File: src/rtl/tlb_op_sequencer_pkg.sv
// Shared CP0/TLB types for the TLB instruction sequencer.
package tlb_op_sequencer_pkg;

  typedef enum logic [1:0] {
    TlbP  = 2'd0,
    TlbR  = 2'd1,
    TlbWi = 2'd2,
    TlbWr = 2'd3
  } tlb_op_t;

  typedef enum logic [2:0] {
    StIdle,
    StWait,
    StIssue,
    StResp,
    StFlush,
    StDone
  } tlbseq_state_t;

endpackage

File: src/rtl/tlb_op_sequencer.sv
// Sequences TLBP/TLBR/TLBWI/TLBWR between the pipeline, the TLB array and CP0,
// one op in flight, with a flush/refetch after any mapping-affecting op.
module tlb_op_sequencer
  import tlb_op_sequencer_pkg::*;
#(
  parameter int unsigned IdxW = 3,
  parameter int unsigned PcW  = 32
) (
  input  logic            clk_i,
  input  logic            rst_i,
  input  logic            req_valid_i,
  input  logic [1:0]      req_op_i,
  input  logic [PcW-1:0]  req_pc_i,
  output logic            req_ready_o,
  input  logic            kill_i,
  input  logic            cp0_busy_i,
  input  logic [IdxW-1:0] cp0_index_i,
  input  logic [IdxW-1:0] cp0_random_i,
  output logic            tlb_probe_o,
  output logic            tlb_rd_o,
  output logic            tlb_we_o,
  output logic [IdxW-1:0] tlb_idx_o,
  input  logic            tlb_resp_valid_i,
  input  logic            tlb_hit_i,
  input  logic [IdxW-1:0] tlb_hit_idx_i,
  output logic            cp0_tlbp_o,
  output logic            cp0_tlbr_o,
  output logic            probe_p_o,
  output logic [IdxW-1:0] probe_index_o,
  output logic            stall_o,
  output logic            flush_o,
  output logic [PcW-1:0]  refetch_pc_o,
  output logic            done_o
);

  tlbseq_state_t   state_q, state_d;
  tlb_op_t         op_q, op_d;
  logic [PcW-1:0]  pc_q, pc_d;
  logic [IdxW-1:0] idx_q, idx_d;

  always_ff @(posedge clk_i or posedge rst_i) begin
    if (rst_i) begin
      state_q <= StIdle;
      op_q    <= TlbP;
      pc_q    <= '0;
      idx_q   <= '0;
    end else begin
      state_q <= state_d;
      op_q    <= op_d;
      pc_q    <= pc_d;
      idx_q   <= idx_d;
    end
  end

  always_comb begin
    state_d       = state_q;
    op_d          = op_q;
    pc_d          = pc_q;
    idx_d         = idx_q;
    req_ready_o   = 1'b0;
    tlb_probe_o   = 1'b0;
    tlb_rd_o      = 1'b0;
    tlb_we_o      = 1'b0;
    tlb_idx_o     = '0;
    cp0_tlbp_o    = 1'b0;
    cp0_tlbr_o    = 1'b0;
    probe_p_o     = 1'b0;
    probe_index_o = '0;
    stall_o       = 1'b0;
    flush_o       = 1'b0;
    refetch_pc_o  = '0;
    done_o        = 1'b0;

    unique case (state_q)
      StIdle: begin
        // Held low while reset is asserted so every output reads 0.
        req_ready_o = ~rst_i;
        if (req_valid_i && !kill_i) begin
          op_d    = tlb_op_t'(req_op_i);
          pc_d    = req_pc_i;
          state_d = cp0_busy_i ? StWait : StIssue;
        end
      end
      StWait: begin
        stall_o = 1'b1;
        if (kill_i) begin
          state_d = StIdle;
        end else if (!cp0_busy_i) begin
          state_d = StIssue;
        end
      end
      StIssue: begin
        stall_o   = 1'b1;
        idx_d     = cp0_index_i;
        tlb_idx_o = (op_q == TlbWr) ? cp0_random_i : cp0_index_i;
        unique case (op_q)
          TlbP:        tlb_probe_o = 1'b1;
          TlbR:        tlb_rd_o    = 1'b1;
          TlbWi, TlbWr: tlb_we_o   = 1'b1;
          default:     ;
        endcase
        state_d = (op_q == TlbP || op_q == TlbR) ? StResp : StFlush;
      end
      StResp: begin
        stall_o = 1'b1;
        if (tlb_resp_valid_i) begin
          if (op_q == TlbP) begin
            cp0_tlbp_o    = 1'b1;
            probe_p_o     = ~tlb_hit_i;
            probe_index_o = tlb_hit_i ? tlb_hit_idx_i : idx_q;
            state_d       = StDone;
          end else begin
            // TLBR may change the ASID, so younger fetches must be redone.
            cp0_tlbr_o = 1'b1;
            state_d    = StFlush;
          end
        end
      end
      StFlush: begin
        stall_o      = 1'b1;
        flush_o      = 1'b1;
        refetch_pc_o = pc_q + PcW'(4);
        state_d      = StDone;
      end
      StDone: begin
        done_o  = 1'b1;
        state_d = StIdle;
      end
      default: state_d = StIdle;
    endcase
  end

endmodule

File: config.mk
export PLATFORM = sky130hd
export DESIGN_NAME = tlb_op_sequencer
export DESIGN_NICKNAME = d
export VERILOG_FILES = /design/src/rtl/tlb_op_sequencer_pkg.sv /design/src/rtl/tlb_op_sequencer.sv
export SDC_FILE = /design/constraint.sdc
export NUM_CORES = 1
export LEC_CHECK = 0
export ABC_CLOCK_PERIOD_IN_PS = 2300
export BUFFER_PORTS_ARGS = -buffer_cell sky130_fd_sc_hd__buf_4
export CORE_UTILIZATION = 30
export DETAILED_ROUTE_END_ITERATION = 7
export GPL_TIMING_DRIVEN = 0
export HOLD_SLACK_MARGIN = 0.1
export PLACE_DENSITY = 0.59
export SYNTH_ARGS = -nofsm -noshare
export SYNTH_HDL_FRONTEND = slang
export SYNTH_SLANG_ARGS = --single-unit
File: constraint.sdc
create_clock -name clk_i -period 2.3 [get_ports clk_i]
set_input_delay 0.23 -clock clk_i [delete_from_list [all_inputs] [get_ports clk_i]]
set_output_delay 0.23 -clock clk_i [all_outputs]
set_load 0.02 [all_outputs]
==> results.toml <==
[timing]
drv_slew = 0
setup-tns-final_ps = -1430
hold_violations = 0
finClkSkew_ps = 7.58
slew-limit-headroom_pct = 60.3
fin_crit_ps = 2480
rsz0062_at_grt = "yes"
setup_ws_ps = -179
setup_viol_count_final = 14
worst_pin_slew_ps = 596
fmax_ghz = 0.403
min_period_over_period_pct = 108

[floorplan]
dieArea_sq_um = 8850
initial_core_util_pct = 31.0
row_count = 33
core_area_sq_um = 8220
die_w_um = 94.1
io-pin-count = 98
die_y_um = 94.1

[layout]
final_nets = 455
diodes = 0
layout-drive-gt1-share_pct = 55.7
syn2layout_area_growth_pct = 59.2
final_cells = 509
final_util_pct = 49.3

[clock_network]
cts-root-buf = "clkbuf_8"
cts_sinks = 40
clk_latency_ps = 300
clk_path_buf_depth = 2
cts_buffers = 5
path_clk_slew_ps = 80
cts_tree = "yes"
htreeDepth = 2

[synth]
synth_seq_cells = 40
ys_warn_count = 0
synthesis.area_sq_um = 2540
synth_cell_types = 33
yosysSeqAreaShare_pct = 39.4
synthCells = 270
syn-mean-instance-area_sq_um = 9.42
syn-num-nets = 321

[global_route]
grt_pass1_wl_um = 12400
grt_pass1_vias = 2556
grt_max_degree = 41
grt_use_total_pct = 17.9
grt.overflow.total = 0
antenna_found_initial = 0

[run_status]
status = "finished with violations"
violations = "negative setup slack"

[routing]
vias = 2628
drt-initial-drc-count = 68
wl_per_cell_um = 15.8
final_antenna_net_count = 0
via_per_inst = 5.16
drc_errors = 0
first_pass_iters = 4
routed_wl_um = 8030

[pwr]
pwr-share-clk_pct = 10.2
pwr-share-comb_pct = 56.6
internal-power_mw = 2.57
vdd_drop_max_mv = 0.567
total_power_mw = 4.54
power_leakage_nw = 1.75
power_density_nw_per_um2 = 1120
p_sw_mw = 1.97
swShare_pct = 43.4
seqPwrFrac_pct = 33.2

[place]
place_inst = 473
dp_hpwl_um = 5300
gp_congestion = 0.787
io_buffer_count = 97

[critical_path]
required_ps = 2070
path_max_fanout = 6
endpoint_kind = "output pin"
path_class = "reg -> out"
startpoint_type = "flop"
critical_path_arrival_ps = 2250

[worst_hold_path]
min-delay-path-class = "in -> reg"

[run]
max-cap-violations = 0
==> metal layers <==
| layer | vias to the layer above | GRT usage (%) | wire length [um] |
|---|---|---|---|
| li1 | 1264 | - | - |
| met1 | 1247 | 22.2 | 3390 |
| met2 | 103 | 29.7 | 3960 |
| met3 | 14 | 4.29 | 500 |
| met4 | 0 | 6.79 | 182 |
| met5 | - | 0 | 0 |
==> power by group through the flow <==
stage,Combinational (mW),Clock (mW),Sequential (mW)
floorplan,1.40,0,1.37
global placement,1.97,0,1.48
detailed placement,2.00,0,1.49
CTS,2.31,0.479,1.47
global route,2.78,0.506,1.56
finish,2.57,0.461,1.51
==> Yosys cell counts, drive strengths merged <==
library cell  instances  area, sq um
nand4                 6         43.8
or4                  13          105
nor2b                 4         25.0
o311ai                1         8.76
xnor2                 6         52.6
nand3                14         70.1
dfrtp                40         1000
ha                    1         12.5
or3                   9         56.3
clkbuf               14         52.6
nand2                20         75.1
o31ai                11         82.6
nand4b                1         8.76
and3                  3         18.8
o31a                  1         8.76
nand3b                2         15.0
o21ai                 6         30.0
o21a                  4         30.0
buf                   1         7.51
inv                   6         22.5
and2                  4         25.0
mux2i                 4         40.0
xor2                  6         52.6
nor3b                 3         22.5
nor4                  4         25.0
mux2                 37          417
nor2                 22         82.6
nor3                  2         10.0
a211oi                1         7.51
and4                  4         35.0
a21oi                20          100
==> cell usage in the layout, fill, tap and decap left out, types with 3 or more instances in the layout <==
master	count
buf_4	114
mux2_2	37
dfrtp_1	33
nor2_1	22
nand2_1	18
nand3_1	12
or4_4	12
buf_6	11
clkbuf_1	9
a21oi_1	9
a21oi_2	9
dfrtp_2	7
or3_1	6
o31ai_1	6
o21ai_0	6
xnor2_1	6
xor2_1	6
inv_1	5
nand4_1	5
o31ai_2	5
clkbuf_8	5
nor2b_1	4
mux2i_1	4
o21a_1	4
and2_1	4
buf_8	3
or3_4	3
and3_1	3
nor4_1	3
nor3b_1	3
==> worst paths after layout <==
check	cells after the start	start	to	slack (ps)
setup / recovery	5	pc_q[20]	refetch_pc_o[26]	-180
setup reg to reg	4	state_q[1]	pc_q[7]	340
min in group asynchronous	4	rst_i	state_q[0]	530
max in group asynchronous	4	rst_i	pc_q[10]	1540
hold / removal	2	req_pc_i[1]	pc_q[1]	160
hold reg to reg	1	pc_q[0]	pc_q[0]	500
==> layout make-up <==
| class | count | area [sq um] |
|---|---|---|
| fill | 768 | 4170 |
| multi-input combinational | 209 | 1660 |
| timing repair buffer | 128 | 1050 |
| sequential | 40 | 1010 |
| tap | 105 | 131 |
| buffer | 14 | 96.3 |
| clock buffer | 6 | 72.6 |
| inverter | 6 | 22.5 |
| clock inverter | 1 | 5.00 |
==> critical path, cell delays in order, from the launching register on <==
cell and delay (ps):
dfrtp_1 410, nand4_1 110, or4_4 620, or4_4 510, a21oi_2 150, buf_4 160
==> per-stage QoR <==
step	setup slack [ps]	hold slack, ps	area (sq um)
2_1_floorplan	103	381	2540
3_3_place_gp	-82.5	464	3400
3_5_place_dp	-78.6	294	3420
4_1_cts	-225	158	3740
5_1_grt	-238	156	4050
6_report	-179	156	4050
==> kinds of logic (layout without fill, tap and decap cells) <==
kind of cell               Yosys count  after routing  synth area share, %
AOI/OAI and AO/OA                   44             44                 10.5
xor gates and xnor gates            12             12                 4.13
adders and majority gates            1              1                0.492
buffers and inverters               21            155                 3.25
DFF                                 40             40                 39.4
muxes                               41             41                 18.0
and+or+nand+nor                    111            111                 24.3
==> registers in the layout, summed over array words and instances, names as in the netlist <==
register / count
pc_q: 32
idx_q: 3
state_q: 3
op_q: 2
==> repair_timing <==
action,CTS,global route
pin swaps,5,30
hold buffers,1,0
resized for setup,36,46
endpoints found under the hold margin,40,0
setup buffers,14,13
cloned,0,2
setup endpoints to repair,17,30
(Power assumes the default switching activity.)
